==> src/rtl/mux_scan_sequencer_pkg.sv <==
// Shared constants for the mux scan sequencer: state encoding and channel count.
// Constants only; no timing or flow control.
package mux_scan_sequencer_pkg;

  localparam int NrOfChannels = 16;

  localparam logic [1:0] IDLE    = 2'd0;
  localparam logic [1:0] SETTLE  = 2'd1;
  localparam logic [1:0] CAPTURE = 2'd2;
  localparam logic [1:0] FINISH  = 2'd3;

endpackage

==> src/rtl/mux_scan_sequencer_if.sv <==
// Select/enable/data bus between the scan sequencer (master) and the 16:1 mux (slave).
// Plain wires; no handshake, the sequencer owns all timing.
interface mux_scan_sequencer_if #(
  parameter int NrOfBits = 32
) ();

  logic [3:0]          MuxSel;
  logic                MuxEnable;
  logic [NrOfBits-1:0] MuxData;

  modport master (output MuxSel, output MuxEnable, input MuxData);
  modport slave  (input MuxSel, input MuxEnable, output MuxData);

endinterface

==> src/rtl/mux_scan_sequencer_mask_next_channel.sv <==
// Finds the lowest set mask bit, either overall or strictly above CurIdx.
// Purely combinational, zero latency; no backpressure.
module mask_next_channel
  import mux_scan_sequencer_pkg::*;
(
  input  logic [NrOfChannels-1:0] Mask,
  input  logic [3:0]              CurIdx,
  input  logic                    FromStart,
  output logic [3:0]              NextIdx,
  output logic                    NextVld
);

  // Scan downward so the last hit written is the lowest qualifying index.
  always_comb begin
    NextIdx = '0;
    NextVld = 1'b0;
    for (int i = NrOfChannels - 1; i >= 0; i--) begin
      if (Mask[i] && (FromStart || (5'(i) > {1'b0, CurIdx}))) begin
        NextIdx = 4'(i);
        NextVld = 1'b1;
      end
    end
  end

endmodule

==> src/rtl/mux_scan_sequencer.sv <==
// Sweeps unmasked mux channels, settles SettleCycles then captures each into a snapshot array.
// Per channel SettleCycles+1 cycles, Done one cycle after the last capture; Start ignored while Busy.
module mux_scan_sequencer
  import mux_scan_sequencer_pkg::*;
#(
  parameter int NrOfBits     = 32,
  parameter int SettleCycles = 1
) (
  input  logic                    Clock,
  input  logic                    Reset,
  input  logic                    Start,
  input  logic                    Continuous,
  input  logic [NrOfChannels-1:0] ChanMask,
  mux_scan_sequencer_if.master    muxBus,
  input  logic [3:0]              RdAddr,
  output logic [NrOfBits-1:0]     RdData,
  output logic [NrOfChannels-1:0] ChangeFlags,
  output logic                    Busy,
  output logic                    Done,
  output logic [7:0]              SweepCount
);

  localparam logic [3:0] SettleLast = 4'(SettleCycles - 1);

  logic [1:0]              state;
  logic [3:0]              ch;
  logic [3:0]              settleCnt;
  logic [NrOfChannels-1:0] maskReg;
  logic [NrOfBits-1:0]     snap [NrOfChannels];

  logic                    fromStart;
  logic [NrOfChannels-1:0] scanMask;
  logic [3:0]              nextIdx;
  logic                    nextVld;

  // Sweep starts look at the live ChanMask; advances look at the latched copy.
  assign fromStart = (state != CAPTURE);
  assign scanMask  = fromStart ? ChanMask : maskReg;

  mask_next_channel uNextChannel (
    .Mask      (scanMask),
    .CurIdx    (ch),
    .FromStart (fromStart),
    .NextIdx   (nextIdx),
    .NextVld   (nextVld)
  );

  assign muxBus.MuxSel    = ch;
  assign muxBus.MuxEnable = (state == SETTLE) || (state == CAPTURE);
  assign Busy             = (state != IDLE);
  assign Done             = (state == FINISH);
  assign RdData           = snap[RdAddr];

  always_ff @(posedge Clock) begin
    if (Reset) begin
      state       <= IDLE;
      ch          <= '0;
      settleCnt   <= '0;
      maskReg     <= '0;
      ChangeFlags <= '0;
      SweepCount  <= '0;
      for (int i = 0; i < NrOfChannels; i++) begin
        snap[i] <= '0;
      end
    end else begin
      case (state)
        IDLE: begin
          if (Start) begin
            maskReg     <= ChanMask;
            ChangeFlags <= '0;
            settleCnt   <= '0;
            if (nextVld) begin
              ch    <= nextIdx;
              state <= SETTLE;
            end else begin
              state <= FINISH;
            end
          end
        end
        SETTLE: begin
          if (settleCnt == SettleLast) begin
            state <= CAPTURE;
          end else begin
            settleCnt <= settleCnt + 4'd1;
          end
        end
        CAPTURE: begin
          snap[ch] <= muxBus.MuxData;
          if (muxBus.MuxData != snap[ch]) begin
            ChangeFlags[ch] <= 1'b1;
          end
          settleCnt <= '0;
          if (nextVld) begin
            ch    <= nextIdx;
            state <= SETTLE;
          end else begin
            state <= FINISH;
          end
        end
        default: begin
          SweepCount <= SweepCount + 8'd1;
          // A continuous restart keeps the change history of the previous sweep.
          if (Continuous) begin
            maskReg   <= ChanMask;
            settleCnt <= '0;
            if (nextVld) begin
              ch    <= nextIdx;
              state <= SETTLE;
            end else begin
              state <= FINISH;
            end
          end else begin
            state <= IDLE;
          end
        end
      endcase
    end
  end

endmodule

==> src/flat_wrapper.sv <==
// flat-port wrapper written by rule: the top's interface ports become plain ports
module mux_scan_sequencer_flat import mux_scan_sequencer_pkg::*;
#(
  parameter int NrOfBits     = 32,
  parameter int SettleCycles = 1
)
  (Clock, Reset, Start, Continuous, ChanMask, RdAddr, RdData, ChangeFlags, Busy, Done, SweepCount, muxBus_MuxSel, muxBus_MuxEnable, muxBus_MuxData);
  mux_scan_sequencer_if #(.NrOfBits(NrOfBits)) muxBus_i ();
  input  logic Clock;
  input  logic Reset;
  input  logic Start;
  input  logic Continuous;
  input  logic [NrOfChannels-1:0] ChanMask;
  input  logic [3:0] RdAddr;
  output logic [NrOfBits-1:0] RdData;
  output logic [NrOfChannels-1:0] ChangeFlags;
  output logic Busy;
  output logic Done;
  output logic [7:0] SweepCount;
  output wire logic [$bits(muxBus_i.MuxSel)-1:0] muxBus_MuxSel;
  output wire logic [$bits(muxBus_i.MuxEnable)-1:0] muxBus_MuxEnable;
  input wire logic [$bits(muxBus_i.MuxData)-1:0] muxBus_MuxData;
  assign muxBus_MuxSel = muxBus_i.MuxSel;
  assign muxBus_MuxEnable = muxBus_i.MuxEnable;
  assign muxBus_i.MuxData = muxBus_MuxData;
  mux_scan_sequencer #(.NrOfBits(NrOfBits), .SettleCycles(SettleCycles)) u_core (.Clock(Clock), .Reset(Reset), .Start(Start), .Continuous(Continuous), .ChanMask(ChanMask), .muxBus(muxBus_i), .RdAddr(RdAddr), .RdData(RdData), .ChangeFlags(ChangeFlags), .Busy(Busy), .Done(Done), .SweepCount(SweepCount));
endmodule
==> config.mk <==
export PLATFORM = sky130hd
export DESIGN_NAME = mux_scan_sequencer_flat
export DESIGN_NICKNAME = d
export VERILOG_FILES = /design/src/rtl/mux_scan_sequencer_pkg.sv /design/src/rtl/mux_scan_sequencer_if.sv /design/src/rtl/mux_scan_sequencer_mask_next_channel.sv /design/src/rtl/mux_scan_sequencer.sv /design/src/flat_wrapper.sv
export SDC_FILE = /design/constraint.sdc
export NUM_CORES = 1
export LEC_CHECK = 0
export ABC_AREA = 0
export CAP_MARGIN = 20
export CELL_PAD_IN_SITES_DETAIL_PLACEMENT = 1
export CELL_PAD_IN_SITES_GLOBAL_PLACEMENT = 2
export CORE_MARGIN = 4
export CORE_UTILIZATION = 40
export DETAILED_ROUTE_END_ITERATION = 10
export GPL_TIMING_DRIVEN = 0
export PLACE_DENSITY_LB_ADDON = 0.1
export SYNTH_ARGS = -nofsm -noshare
export SYNTH_HDL_FRONTEND = slang
export SYNTH_SLANG_ARGS = --single-unit
==> constraint.sdc <==
create_clock -name Clock -period 8.54 [get_ports Clock]
set_clock_uncertainty 0.1 [all_clocks]
set_input_delay 1.281 -clock Clock [delete_from_list [all_inputs] [get_ports Clock]]
set_output_delay 1.281 -clock Clock [all_outputs]
set_load 0.02 [all_outputs]
# --- Word-level counts from Yosys, hierarchy flattened ---
# Memories as Yosys holds them, arrays and structs flattened. A register that Yosys moved wholly into a read port is not among the register bits.
# Cells that the tools add are included.
word_totals:
  ff_bits: 50
  ramBits: 512
  in_bits: 56
  out_inout_bits: 63
  word_cells: 150
  mem_count: 1
mem_list:
  columns: ["memory", "depth", "width", "read_ports", "rd_ports_with_merged_regs", "write_ports", "line_no", "source"]
  rows:
  - ["u_core.snap", 16, 32, 2, 1, 16, "mux_scan_sequencer.sv:29", "logic [NrOfBits-1:0] snap [NrOfChannels];"]
op_classes:
  n_addsub: 2
  n_lt_le_gt_ge: 17
  eq_ne: 9
  n_mux: 64
  bitwise: 3
  n_reduce_logical: 48
ops:
  columns: ["operator", "n"]
  rows:
  - ["$mux W4", 25]
  - ["$mux W16", 5]
  - ["$pmux W16 S2", 2]
  - ["$gt A4 B4 Y1 const A", 8]
  - ["$mux W32", 1]
  - ["$ne A32 B32 Y1", 1]
  - ["$reduce_or A32 Y1", 1]
  - ["$pmux W4 S3", 2]
  - ["$mux W1", 23]
  - ["$logic_and A1 B1 Y1", 17]
  - ["$gt A3 B4 Y1 const A", 4]
  - ["$logic_or A1 B1 Y1", 16]
  - ["$or A16 B16 Y16", 1]
  - ["$reduce_and A3 Y1", 4]
  - ["$ne A2 B2 Y1 const B", 5]
  - ["$add A8 B1 Y8 const B", 1]
  - ["$gt A2 B4 Y1 const A", 2]
  - ["$mux W2", 4]
  - ["$pmux W2 S3", 1]
  - ["$reduce_bool A2 Y1", 3]
  - ["$lt A4 B5 Y1 const B", 1]
  - ["$add A4 B1 Y4 const B", 1]
  - ["$demux W1 S4", 1]
  - ["$eq A2 B2 Y1 const B", 2]
  - ["11 further kinds", 12]

# --- Depth between registers and ports, before layout ---
depth:
  word_depth: 24
  depth_mapped: 14

# --- Hierarchy ---
# From an unflattened synthesis, not the netlist that was laid out.
unflattened:
  cells_unflattened: 2094
  hier_area_um2: 30422.9
by_module_without_submodules:
  columns: ["mod", "n_inst", "cells_per_inst", "area_per_inst_um2", "seq_area_each_um2"]
  rows:
  - ["mux_scan_sequencer", 1, 2012, 29904.9, 16455.8]
  - ["mask_next_channel", 1, 82, 518.0, 0.0]

# --- Worst setup path before layout ---
# No wires, ideal clock.
synth_path:
  path_type: "input to output"
  startpoint: "in RdAddr[0]"
  endpoint: "out RdData[11]"
  t_arrival_ns: 3.422
  setup_slack_ns: 3.737
  path_stages: 4
  path_buffers: 2
  cell_sequence: "clkbuf_1 buf_1 mux4_2 mux4_2"
synth_via:
  elab_chain_len: 1
synth_lines:
  columns: ["item", "line_no", "source"]
  rows:
  - ["start, declared", "flat_wrapper.sv:14", "input logic [3:0] RdAddr;"]
  - ["$mem_v2 Z16 W32", null, null]
  - ["end, declared", "flat_wrapper.sv:15", "output logic [NrOfBits-1:0] RdData;"]
# No other way between the ends.

# --- Worst setup path after layout ---
layout_path:
  startpoint: "in RdAddr[0]"
  endpoint: "out RdData[24]"
# Same word-level chain as after synthesis.

==> results.md <==
- Cell chain of the critical path: clkbuf_1 -> buf_8 -> buf_1 -> buf_8 -> mux4_2 -> mux4_2 -> clkdlybuf4s50_1
- Total track usage: between 30% and 40%
- Synth cell types: 69
- Core area: 76,100 sq um
- PD cells: ~250 nW/um^2
- Remaining DRCs: 0
- Failing checks: capacitance limit
- Clock Path Buffers: 3
- Largest net degree at the start of global routing: 33
- Highest clock rate: 0.164 GHz
- # IOs: 119
- Worst Tran Pin Value: 1.44 ns
- Max-cap violations: 1
- CTS Root Cell: clkbuf_16
- Post-synth ARST share: 0%
- Status: finished with violations
- TritonCTS clock tree: done
- CP Data Arrival Time: 4.71 ns
- Max-slew headroom: approximately 1.8%
- Final ANT Viol Nets: 0
- First-pass GRT wire length: 191,000 microns
- Area leader, netlist: edfxtp_1
- Crit share post-route: between 70 and 80%
- Full die area: 81,400 sq um
- CP required: 7.16 ns
- Top Family by Delay on Critical Path: buffers and inverters
- Peak VDD IR: 0.146 mV
- Initial Util: 40.4%
- Post-synth top flop: edfxtp_1
- Fillers: roughly 7,700
- Slowest-stage cell, CP: clkbuf_1
- Drt first-iter violations: 3,195
- Post-synth EDFFs: 512
- Number of CTS-inserted buffers: 70
- Mapped cell area: between 30,000 and 40,000 sq um
- Synth cell count leaders: edfxtp_1 (512), and2_1 (407), mux4_2 (256)
- Layout cells sized above 1: 20.2%
- Final estimated routing congestion in global placement: 0.935
- Initial antenna violation count: 11
- # clock sinks: 565
- Setup CP Type: input port to output port
- Mapped Cells: 2,203
- Seq cells post-synth: 565
- Leak: 12.4 nW
- Buf/Inv on CP: 5
- Grt total ovfl: 0
- # port buffers: between 100 and 150
- Die Y: 285 microns
- Rows: 101
- Setup bufs post-CTS: 0
- Clock transition at path regs: 0.06 ns
- Mean post-synth cell area: 14.0 sq um
- Post-CTS Resized: 0
- Vias in the first global route: 23,396
- Mapped Nets: 2,266
- Final core utilization: between 40% and 50%
- H-tree levels: 3
- Fin. Hold Viols: 0
- Critical path peak fanout: 6
- Minimum clock period: around 6.1 ns
- Layout Nets: 2,475
- WL final: between 100,000 and 150,000 microns
- Layout area overhead: 17.0%
- Max-slew violations: 0
- Routed vias/inst: 6.48
- Post-synthesis sequential area ratio: 53.4%
- Post-DP HPWL: 96,000 microns
- WL per Instance: 39.9 microns
- Unrepaired setup endpoints after global routing: no
- Class of the tightest hold or removal check: register to register
- Worst Setup Start Kind: input port
- Clk_lat worst skew: 0.62 ns
- TNS Setup: 0 ns
- Crit end category: output port
- Top-count cell post-synth: edfxtp_1
- Number of detailed-route iterations in the first pass: 5
- Finish-stage setup viols: 0
- Top cells by area, synth: edfxtp_1 (50%), mux4_2 (19%), and2_1 (8.3%)
- CP peak stage delay: a little under 0.7 ns
- Die Wd: 285 microns
- Ys Warns: 0
- Via count: ~23,000
- Design Power: 8.98 mW
- Hold_buf cts: 0
- Share of the synthesized area in the top cell type: roughly 50%
==> logic make-up after synthesis <==
logic type | after synthesis | share of synthesized area, %
buf+inv | 241 | 3.42
xor+xnor | 53 | 1.51
fa+ha+maj | 7 | 0.285
flops | 565 | 53.4
mux | 380 | 22.8
simple gates | 789 | 14.7
compound gates | 168 | 3.83
==> flip-flops by register name, summed over array words and instances (netlist names), named ones only <==
name and flops:
u_core.maskReg 15, u_core.snap 512, u_core.settleCnt 4, u_core.SweepCount 8, u_core.state 2, u_core.muxBus.MuxSel 4
u_core.ChangeFlags 16
==> through the flow <==
step | setup slack, ns | area [sq um] | cells | hold slack (ns)
floorplan | 3.74 | 30800 | 2203 | 0.352
global placement | 1.81 | 33100 | 3335 | 0.352
detailed placement | 2.52 | 33700 | 3369 | 0.358
CTS | 2.51 | 36000 | 3497 | 0.374
global route | 2.44 | 36000 | 3498 | 0.388
finish | 2.45 | 36000 | 3499 | 0.375
==> power breakdown <==
group | leakage [nW] | switching [mW] | internal [mW]
Combinational | 5.57 | 1.81 | 0.914
Clock | 1.11 | 1.24 | 1.76
Sequential | 5.72 | 0.0941 | 3.15
==> tightest hold or removal path: stages, from the launching register on <==
cell and delay, ns:
dfxtp_1 0.31, nand2_1 0.07, o21ai_2 0.05
==> final timing paths <==
| check | start | endpoint | slack, ns | cells past startpoint |
|---|---|---|---|---|
| setup / recovery | RdAddr[0] | RdData[24] | 2.45 | 7 |
| hold / removal | u_core.ChangeFlags[9]$_SDFFE_PP0P_ | u_core.ChangeFlags[9]$_SDFFE_PP0P_ | 0.38 | 2 |
| setup reg to reg | register | u_core.ChangeFlags[7]$_SDFFE_PP0P_ | 2.57 | 10 |
| hold reg to reg | u_core.ChangeFlags[9]$_SDFFE_PP0P_ | u_core.ChangeFlags[9]$_SDFFE_PP0P_ | 0.38 | 2 |
==> area by class of cell <==
cell class              count  area, sq um  area share [%]
multi-input cells        1397        13300            37.0
clock buffers              91         1950            5.41
inverters                  19         71.3           0.198
clock inverters            37          313           0.870
well taps                1030         1290            3.58
diodes                      1         2.50         0.00696
repair buffers            137         1610            4.48
plain buffers             222         1000            2.78
flip-flops and latches    565        16400            45.7
==> per-layer routing <==
layer | part of all wire (%) | global-route usage [%] | up-vias
li1 | - | - | 8901
met1 | 39 | 44.3 | 11993
met2 | 45 | 52.5 | 1419
met3 | 10 | 8.96 | 352
met4 | 6.0 | 16.7 | 4
met5 | 0.011 | 0 | -
==> layout by cell type (no fill, tap or decap), types with 10 or more instances in the layout <==
cell type,synthesis,layout
o21ai_0,36,36
a31oi_1,11,11
mux2i_1,115,115
xor2_1,32,32
a21oi_1,23,23
a22oi_1,13,13
and2_1,407,407
buf_8,1,18
nand3_1,23,23
buf_4,17,18
clkinv_2,0,13
clkinv_1,6,21
inv_1,11,11
buf_12,1,11
buf_1,29,24
clkbuf_1,149,153
clkbuf_2,0,10
buf_2,21,26
nand4_1,23,23
mux4_2,256,256
nand2_1,65,65
xnor2_1,21,21
nor2b_1,22,22
edfxtp_1,512,512
o21ai_2,10,10
or2_2,17,11
dfxtp_1,53,53
clkdlybuf4s50_1,0,102
nor2_1,59,58
nor3_1,100,96
nor4_1,34,34
clkbuf_16,0,74
Note: power is estimated with default switching activity, not from simulation.
